`src/rtl/branch_resolver_if.sv`:
```
// ----------------------------------------------------------------------------
// branch_resolver_if
// Purpose : bundles the ID-side decision inputs, the fetch redirect handshake
//           and the performance counter outputs of branch_resolver.
// Modports:
//   master : the ID/IF side. It drives the decode, compare and if_ready signals
//            and receives the redirect, hold, link and perf signals.
//   slave  : the resolver side (branch_resolver).
// Signals :
//   id_valid, id_stall, flush        ID qualifiers and the exception flush
//   br_type[3:0]                     decoded control-transfer type
//   equal, greater, less             comparator flags
//   id_pc[31:0], imm16[15:0]         branch PC and branch offset
//   instr_index[25:0], rs_data[31:0] jump index and forwarded rs
//   if_ready                         fetch accepts a redirect
//   redirect_valid, redirect_pc      redirect request to IF
//   id_hold                          freeze ID while a redirect is pending
//   link_en, link_pc                 jal/jalr link write
//   perf_branches/taken/hold         optional performance counters
// ----------------------------------------------------------------------------
interface branch_resolver_if #(
  parameter int unsigned CNT_W = 32
) ();
  logic             id_valid;
  logic             id_stall;
  logic             flush;
  logic [3:0]       br_type;
  logic             equal;
  logic             greater;
  logic             less;
  logic [31:0]      id_pc;
  logic [15:0]      imm16;
  logic [25:0]      instr_index;
  logic [31:0]      rs_data;
  logic             if_ready;
  logic             redirect_valid;
  logic [31:0]      redirect_pc;
  logic             id_hold;
  logic             link_en;
  logic [31:0]      link_pc;
  logic [CNT_W-1:0] perf_branches;
  logic [CNT_W-1:0] perf_taken;
  logic [CNT_W-1:0] perf_hold;

  modport master (
    output id_valid, id_stall, flush, br_type, equal, greater, less,
           id_pc, imm16, instr_index, rs_data, if_ready,
    input  redirect_valid, redirect_pc, id_hold, link_en, link_pc,
           perf_branches, perf_taken, perf_hold
  );

  modport slave (
    input  id_valid, id_stall, flush, br_type, equal, greater, less,
           id_pc, imm16, instr_index, rs_data, if_ready,
    output redirect_valid, redirect_pc, id_hold, link_en, link_pc,
           perf_branches, perf_taken, perf_hold
  );
endinterface

```
`src/rtl/branch_resolver.sv`:
```
// ----------------------------------------------------------------------------
// branch_resolver
// Purpose : resolves ID-stage branches and jumps from the comparator flags and
//           the decoded branch type. It computes the target and issues a PC
//           redirect to fetch. A redirect that fetch cannot take is held in
//           PENDING, and ID is frozen until fetch accepts it. The redirect
//           lands after the delay-slot fetch, so the delay-slot instruction
//           is never squashed here.
// Ports   :
//   clk    input   clock
//   reset  input   synchronous active-high reset
//   bus    slave   branch_resolver_if (decision inputs, redirect handshake,
//                  link write and perf counters)
// Config  : BR_PERF_EN enables the perf_branches/perf_taken/perf_hold
//           counters. When it is undefined the perf ports are tied to 0.
// ----------------------------------------------------------------------------
module branch_resolver #(
  parameter int unsigned CNT_W = 32
) (
  input  logic             clk,
  input  logic             reset,
  branch_resolver_if.slave bus
);

  localparam int unsigned PC_W  = 32;
  localparam int unsigned TYP_W = 4;

  localparam logic [TYP_W-1:0] BR_BEQ  = TYP_W'(1);
  localparam logic [TYP_W-1:0] BR_BNE  = TYP_W'(2);
  localparam logic [TYP_W-1:0] BR_BLEZ = TYP_W'(3);
  localparam logic [TYP_W-1:0] BR_BGTZ = TYP_W'(4);
  localparam logic [TYP_W-1:0] BR_BLTZ = TYP_W'(5);
  localparam logic [TYP_W-1:0] BR_BGEZ = TYP_W'(6);
  localparam logic [TYP_W-1:0] BR_J    = TYP_W'(7);
  localparam logic [TYP_W-1:0] BR_JAL  = TYP_W'(8);
  localparam logic [TYP_W-1:0] BR_JR   = TYP_W'(9);
  localparam logic [TYP_W-1:0] BR_JALR = TYP_W'(10);

  typedef enum logic {
    S_IDLE    = 1'b0,
    S_PENDING = 1'b1
  } state_t;

  state_t            r_state;
  state_t            w_state_nxt;
  logic [PC_W-1:0]   r_pend_pc;

  logic              w_is_cf;
  logic              w_is_link;
  logic              w_cond_taken;
  logic              w_decision;
  logic              w_taken;
  logic [PC_W-1:0]   w_pc4;
  logic [PC_W-1:0]   w_br_off;
  logic [PC_W-1:0]   w_target;

  logic              w_redirect_valid;
  logic [PC_W-1:0]   w_redirect_pc;
  logic              w_id_hold;
  logic              w_link_en;
  logic              w_latch_pend;

  // Type classification and the taken condition for each control transfer.
  always_comb begin
    w_is_cf      = 1'b0;
    w_is_link    = 1'b0;
    w_cond_taken = 1'b0;
    unique case (bus.br_type)
      BR_BEQ:  begin w_is_cf = 1'b1; w_cond_taken =  bus.equal;   end
      BR_BNE:  begin w_is_cf = 1'b1; w_cond_taken = !bus.equal;   end
      BR_BLEZ: begin w_is_cf = 1'b1; w_cond_taken = !bus.greater; end
      BR_BGTZ: begin w_is_cf = 1'b1; w_cond_taken =  bus.greater; end
      BR_BLTZ: begin w_is_cf = 1'b1; w_cond_taken =  bus.less;    end
      BR_BGEZ: begin w_is_cf = 1'b1; w_cond_taken = !bus.less;    end
      BR_J:    begin w_is_cf = 1'b1; w_cond_taken = 1'b1;         end
      BR_JAL:  begin w_is_cf = 1'b1; w_cond_taken = 1'b1; w_is_link = 1'b1; end
      BR_JR:   begin w_is_cf = 1'b1; w_cond_taken = 1'b1;         end
      BR_JALR: begin w_is_cf = 1'b1; w_cond_taken = 1'b1; w_is_link = 1'b1; end
      default: begin w_is_cf = 1'b0; w_cond_taken = 1'b0;         end
    endcase
  end

  // A decision is only taken in IDLE with ready operands. Reset also blocks
  // it, so the outputs stay quiet and nothing is counted during reset.
  assign w_decision = bus.id_valid && !bus.id_stall && !bus.flush && !reset &&
                      w_is_cf && (r_state == S_IDLE);
  assign w_taken    = w_decision && w_cond_taken;

  // Targets use modulo-2^32 arithmetic, so id_pc near the top wraps to 0.
  assign w_pc4    = bus.id_pc + PC_W'(4);
  assign w_br_off = {{14{bus.imm16[15]}}, bus.imm16, 2'b00};

  always_comb begin
    w_target = w_pc4 + w_br_off;
    unique case (bus.br_type)
      BR_J, BR_JAL:   w_target = {w_pc4[31:28], bus.instr_index, 2'b00};
      BR_JR, BR_JALR: w_target = bus.rs_data;
      default:        w_target = w_pc4 + w_br_off;
    endcase
  end

  // Redirect FSM state register.
  always_ff @(posedge clk) begin
    if (reset) begin
      r_state <= S_IDLE;
    end else begin
      r_state <= w_state_nxt;
    end
  end

  // Next state and redirect/hold/link outputs. Priority is reset, then
  // flush, then the normal handshake.
  always_comb begin
    w_state_nxt      = r_state;
    w_redirect_valid = 1'b0;
    w_redirect_pc    = '0;
    w_id_hold        = 1'b0;
    w_link_en        = 1'b0;
    w_latch_pend     = 1'b0;
    if (reset) begin
      w_state_nxt = S_IDLE;
    end else if (bus.flush) begin
      w_state_nxt = S_IDLE;
      w_id_hold   = (r_state == S_PENDING);
    end else begin
      unique case (r_state)
        S_IDLE: begin
          w_link_en = w_decision && w_is_link;
          if (w_taken) begin
            w_redirect_valid = 1'b1;
            w_redirect_pc    = w_target;
            if (!bus.if_ready) begin
              w_id_hold    = 1'b1;
              w_latch_pend = 1'b1;
              w_state_nxt  = S_PENDING;
            end
          end
        end
        S_PENDING: begin
          w_redirect_valid = 1'b1;
          w_redirect_pc    = r_pend_pc;
          w_id_hold        = 1'b1;
          if (bus.if_ready) begin
            w_state_nxt = S_IDLE;
          end
        end
        default: begin
          w_state_nxt = S_IDLE;
        end
      endcase
    end
  end

  // Target held across fetch back-pressure.
  always_ff @(posedge clk) begin
    if (reset) begin
      r_pend_pc <= '0;
    end else if (w_latch_pend) begin
      r_pend_pc <= w_target;
    end
  end

  assign bus.redirect_valid = w_redirect_valid;
  assign bus.redirect_pc    = w_redirect_pc;
  assign bus.id_hold        = w_id_hold;
  assign bus.link_en        = w_link_en;
  assign bus.link_pc        = bus.id_pc + PC_W'(8);

`ifdef BR_PERF_EN
  logic [CNT_W-1:0] r_perf_branches;
  logic [CNT_W-1:0] r_perf_taken;
  logic [CNT_W-1:0] r_perf_hold;

  // Free-running wrap-around counters. Flush does not clear them.
  always_ff @(posedge clk) begin
    if (reset) begin
      r_perf_branches <= '0;
      r_perf_taken    <= '0;
      r_perf_hold     <= '0;
    end else begin
      if (w_decision) begin
        r_perf_branches <= r_perf_branches + CNT_W'(1);
      end
      if (w_taken) begin
        r_perf_taken <= r_perf_taken + CNT_W'(1);
      end
      if (r_state == S_PENDING) begin
        r_perf_hold <= r_perf_hold + CNT_W'(1);
      end
    end
  end

  assign bus.perf_branches = r_perf_branches;
  assign bus.perf_taken    = r_perf_taken;
  assign bus.perf_hold     = r_perf_hold;
`else
  assign bus.perf_branches = '0;
  assign bus.perf_taken    = '0;
  assign bus.perf_hold     = '0;
`endif

endmodule

```
`src/flat_wrapper.sv`:
```
// flat-port wrapper written by rule: the top's interface ports become plain ports
module branch_resolver_flat 
#(
  parameter int unsigned CNT_W = 32
)
  (clk, reset, bus_id_valid, bus_id_stall, bus_flush, bus_br_type, bus_equal, bus_greater, bus_less, bus_id_pc, bus_imm16, bus_instr_index, bus_rs_data, bus_if_ready, bus_redirect_valid, bus_redirect_pc, bus_id_hold, bus_link_en, bus_link_pc, bus_perf_branches, bus_perf_taken, bus_perf_hold);
  branch_resolver_if #(.CNT_W(CNT_W)) bus_i ();
  input  logic clk;
  input  logic reset;
  input wire logic [$bits(bus_i.id_valid)-1:0] bus_id_valid;
  input wire logic [$bits(bus_i.id_stall)-1:0] bus_id_stall;
  input wire logic [$bits(bus_i.flush)-1:0] bus_flush;
  input wire logic [$bits(bus_i.br_type)-1:0] bus_br_type;
  input wire logic [$bits(bus_i.equal)-1:0] bus_equal;
  input wire logic [$bits(bus_i.greater)-1:0] bus_greater;
  input wire logic [$bits(bus_i.less)-1:0] bus_less;
  input wire logic [$bits(bus_i.id_pc)-1:0] bus_id_pc;
  input wire logic [$bits(bus_i.imm16)-1:0] bus_imm16;
  input wire logic [$bits(bus_i.instr_index)-1:0] bus_instr_index;
  input wire logic [$bits(bus_i.rs_data)-1:0] bus_rs_data;
  input wire logic [$bits(bus_i.if_ready)-1:0] bus_if_ready;
  output wire logic [$bits(bus_i.redirect_valid)-1:0] bus_redirect_valid;
  output wire logic [$bits(bus_i.redirect_pc)-1:0] bus_redirect_pc;
  output wire logic [$bits(bus_i.id_hold)-1:0] bus_id_hold;
  output wire logic [$bits(bus_i.link_en)-1:0] bus_link_en;
  output wire logic [$bits(bus_i.link_pc)-1:0] bus_link_pc;
  output wire logic [$bits(bus_i.perf_branches)-1:0] bus_perf_branches;
  output wire logic [$bits(bus_i.perf_taken)-1:0] bus_perf_taken;
  output wire logic [$bits(bus_i.perf_hold)-1:0] bus_perf_hold;
  assign bus_i.id_valid = bus_id_valid;
  assign bus_i.id_stall = bus_id_stall;
  assign bus_i.flush = bus_flush;
  assign bus_i.br_type = bus_br_type;
  assign bus_i.equal = bus_equal;
  assign bus_i.greater = bus_greater;
  assign bus_i.less = bus_less;
  assign bus_i.id_pc = bus_id_pc;
  assign bus_i.imm16 = bus_imm16;
  assign bus_i.instr_index = bus_instr_index;
  assign bus_i.rs_data = bus_rs_data;
  assign bus_i.if_ready = bus_if_ready;
  assign bus_redirect_valid = bus_i.redirect_valid;
  assign bus_redirect_pc = bus_i.redirect_pc;
  assign bus_id_hold = bus_i.id_hold;
  assign bus_link_en = bus_i.link_en;
  assign bus_link_pc = bus_i.link_pc;
  assign bus_perf_branches = bus_i.perf_branches;
  assign bus_perf_taken = bus_i.perf_taken;
  assign bus_perf_hold = bus_i.perf_hold;
  branch_resolver #(.CNT_W(CNT_W)) u_core (.clk(clk), .reset(reset), .bus(bus_i));
endmodule
```
`config.mk`:
```
export PLATFORM = sky130hd
export DESIGN_NAME = branch_resolver_flat
export DESIGN_NICKNAME = d
export VERILOG_FILES = /design/src/rtl/branch_resolver_if.sv /design/src/rtl/branch_resolver.sv /design/src/flat_wrapper.sv
export SDC_FILE = /design/constraint.sdc
export NUM_CORES = 1
export LEC_CHECK = 0
export ABC_AREA = 1
export BUFFER_PORTS_ARGS = -buffer_cell sky130_fd_sc_hd__buf_2
export CORE_MARGIN = 2
export CORE_UTILIZATION = 45
export CTS_BUF_LIST = sky130_fd_sc_hd__clkbuf_2
export DETAILED_ROUTE_END_ITERATION = 8
export GPL_ROUTABILITY_DRIVEN = 0
export MAX_ROUTING_LAYER = met4
export PLACE_DENSITY_LB_ADDON = 0.1
export SLEW_MARGIN = 20
export SYNTH_ARGS = -nofsm -noshare
export SYNTH_HDL_FRONTEND = slang
export SYNTH_SLANG_ARGS = --single-unit
```
`constraint.sdc`:
```
create_clock -name clk -period 7.55 [get_ports clk]
set_input_delay 1.51 -clock clk [delete_from_list [all_inputs] [get_ports clk]]
set_output_delay 1.51 -clock clk [all_outputs]
set_load 0.01 [all_outputs]
```
==> impl_metrics.json <==
{
  "relSlewSlack": 0.4955,
  "holdPathEnd": "u_core.r_pend_pc[1]",
  "h-tree-depth": 2,
  "hold_buffers": 0,
  "fin_tns_setup_ns": 0,
  "end_kind": "output port",
  "outcome": "finished, final reports clean",
  "rrSetupSlack_ns": 5.30,
  "drv_cap": 0,
  "slew_violations": 0,
  "cts_made_buffers": 5,
  "reg2reg_from": "u_core.r_state",
  "dieArea_mm2": 0.01512,
  "synthCells": 1104,
  "hold_violations": 0,
  "clk-insertion-delay-late_ns": 0.39,
  "final_nets": 1419,
  "start_util": 0.4606,
  "drive_gt1_frac": 0.1959,
  "min_path_cells": 2,
  "yosys_warnings": 0,
  "max_freq_mhz": 160.4,
  "first_iter_violations": 504,
  "crit_type": "in -> out",
  "io_buffers": 185,
  "worstPathRequired_ns": 6.04,
  "cts_resized": 0,
  "fin_crit_sh": 0.8260,
  "holdWs_ns": 0.4764,
  "vias": 7041,
  "yosysUniqueCellTypes": 42,
  "root_buffer": "clkbuf_2",
  "ios": 282,
  "arrival_ns": 4.73,
  "leakage_uw": 0.003843,
  "dp_slack_ns": 1.374,
  "grt_pass1_wl_um": 30040,
  "cpLargestDelayFamily": "simple AND/OR/NAND/NOR gates",
  "diodes": 0,
  "first_pass_iters": 5,
  "crit_fanout": 5,
  "asyncSetResetFlopFracSynth": 0,
  "ys_ff_latch": 33,
  "final_util": 0.5103,
  "antenna_found_initial": 0,
  "overflow": 0,
  "crit_path_frequent_cell": "nand2_1",
  "rsz0062_at_grt": "false",
  "die-width_um": 123.0,
  "ys.flop_type": "dfxtp_1",
  "yosysSeqAreaShare": 0.1037,
  "grt_pass1_vias": 6216,
  "fp.coreArea_mm2": 0.01383,
  "worst_pin_slew_ns": 0.7549,
  "rr_endpoint": "u_core.r_pend_pc[26]",
  "grt_usage": 0.2553,
  "crit_buf_inv": 6,
  "clkSinkCount": 33,
  "cts_tree": "done",
  "clkTransAtPathRegs_ns": 0.16,
  "synth_edf_count": 0,
  "postSynthAreaPerCell_um2": 5.769,
  "hold_path.class": "reg -> reg",
  "antenna_left": 0,
  "ctsLongestPathBuffers": 2,
  "cp-start-kind": "input port",
  "stdcell_area_mm2": 0.007056,
  "nFillCells": 1627,
  "setup_violations": 0,
  "fp-row-count": 43,
  "fp.dieH_um": 123.0,
  "cp_slowest_cell": "ha_1",
  "area_growth_syn_to_layout_pct": 10.79,
  "powerDensity_mw_per_mm2": 90.85,
  "hp-start": "u_core.r_pend_pc[1]",
  "ir_drop_uv": 41.13,
  "fin_crit_ns": 6.236,
  "vias_per_cell": 4.869,
  "worst_slack_ns": 1.314,
  "synth_area_mm2": 0.006369,
  "clock_skew_ns": 0.01813,
  "slowest_delay_ns": 0.36,
  "hpwl_um": 15720,
  "dpl-instance-area_mm2": 0.007015,
  "cts_setup_buffers": 0,
  "r2r_cells": 8,
  "grt_max_degree": 42,
  "wl_per_cell_um": 13.39,
  "drcViolationCount": 0,
  "wirelength_um": 19360
}
## sequential cells by signal, summed over array words and instances (netlist names)
register / count
u_core.r_pend_pc: 32
u_core.r_state: 1
## through the flow
| stage | power (uW) | instances |
|---|---|---|
| after floorplan | 474.4 | 1199 |
| after global placement | 554.6 | 1438 |
| after detailed placement | 553.6 | 1438 |
| after CTS | 643.3 | 1446 |
| after global routing | 700.1 | 1446 |
| final | 641.0 | 1446 |
## worst max-delay path by stage
stage	start	to	slack, ns	cells after the start
2_1_floorplan	bus_id_pc[3]	bus_redirect_pc[30]	2.01	22
3_3_place_gp	bus_id_pc[4]	bus_redirect_pc[28]	1.36	24
3_5_place_dp	bus_id_pc[4]	bus_redirect_pc[31]	1.37	26
4_1_cts	bus_id_pc[4]	bus_redirect_pc[31]	1.35	24
5_1_grt	bus_id_pc[4]	bus_redirect_pc[31]	0.97	24
6_report	bus_id_pc[4]	bus_redirect_pc[31]	1.31	26
## cells by family (layout without fill, tap and decap cells)
family                   after synthesis  after routing  share of synthesized area
AO/OA/AOI/OAI                        154            154                     0.1424
adder cells (fa/ha/maj)               35             35                    0.06994
XOR/XNOR                              61             61                    0.08389
AND/OR/NAND/NOR                      554            554                     0.3776
other                                  1             96                  0.0005888
flip-flops                            33             33                     0.1037
buffers and inverters                264            331                     0.2187
multiplexers                           2              2                   0.003144
## cell type report
cell class	count	area [um^2]	share of cell area
Timing Repair Buffer	188	948.4	0.1344
Clock buffer	8	40.04	0.005675
Tap cell	180	225.2	0.03192
Sequential cell	33	660.6	0.09363
Multi-Input combinational cell	902	4672	0.6622
Inverter	135	509.2	0.07218
## power by group
group          internal [uW]  switching (uW)
logic                    128             249
clock network           27.3            60.2
registers                175           0.536
total                    331             310
## worst reg2reg max path, cell delays in order (launching register included)
cell,delay (ns)
dfxtp_1,0.34
buf_4,0.24
nor4_2,0.38
nand2_2,0.15
nor2_4,0.09
buf_4,0.37
inv_2,0.32
o21ai_1,0.20
inv_1,0.05
## layout by cell type, fill, tap and decap left out, drive strengths merged
cell / n
nor2: 101
conb: 96
o21ai: 35
nand3: 81
o21bai: 7
or2: 2
nor3: 10
dfxtp: 33
fa: 1
xnor2: 22
a22oi: 8
nand2: 344
a21oi: 73
and2: 3
a21o: 3
nor4: 4
a21boi: 1
ha: 34
buf: 188
o21a: 11
clkbuf: 8
mux2i: 2
inv: 135
nand3b: 1
nand4: 8
a22o: 8
xor2: 39
o211ai: 8
## metal layers
metal	global-route usage	part of all wire	up-vias
li1	-	-	3625
met1	0.3335	0.45	3144
met2	0.4299	0.46	253
met3	0.02168	0.075	19
met4	0.05675	0.016	0
met5	-	0	-
## synth_stat cells, types with 3 or more instances
| cell type | instances | area share |
|---|---|---|
| nand2_1 | 333 | 0.20 |
| inv_1 | 120 | 0.071 |
| buf_4 | 102 | 0.12 |
| nor2_1 | 84 | 0.050 |
| nand3_1 | 79 | 0.062 |
| a21oi_1 | 71 | 0.056 |
| xor2_1 | 39 | 0.054 |
| ha_1 | 34 | 0.067 |
| dfxtp_1 | 33 | 0.10 |
| o21ai_0 | 23 | 0.018 |
| xnor2_1 | 22 | 0.030 |
| clkbuf_1 | 14 | 0.0083 |
| inv_2 | 14 | 0.0083 |
| buf_2 | 13 | 0.010 |
| o21a_1 | 11 | 0.013 |
| o21ai_1 | 11 | 0.0086 |
| nor2_4 | 10 | 0.018 |
| nand2_2 | 9 | 0.0088 |
| nor3_1 | 9 | 0.0071 |
| a22o_1 | 8 | 0.011 |
| a22oi_1 | 8 | 0.0094 |
| nand4_1 | 8 | 0.0079 |
| o211ai_1 | 8 | 0.0094 |
| o21bai_1 | 7 | 0.0083 |
| nor2_2 | 6 | 0.0059 |
| a21o_1 | 3 | 0.0035 |
| and2_1 | 3 | 0.0029 |
| nor4_1 | 3 | 0.0029 |
Note: power is estimated with default switching activity, not from simulation.
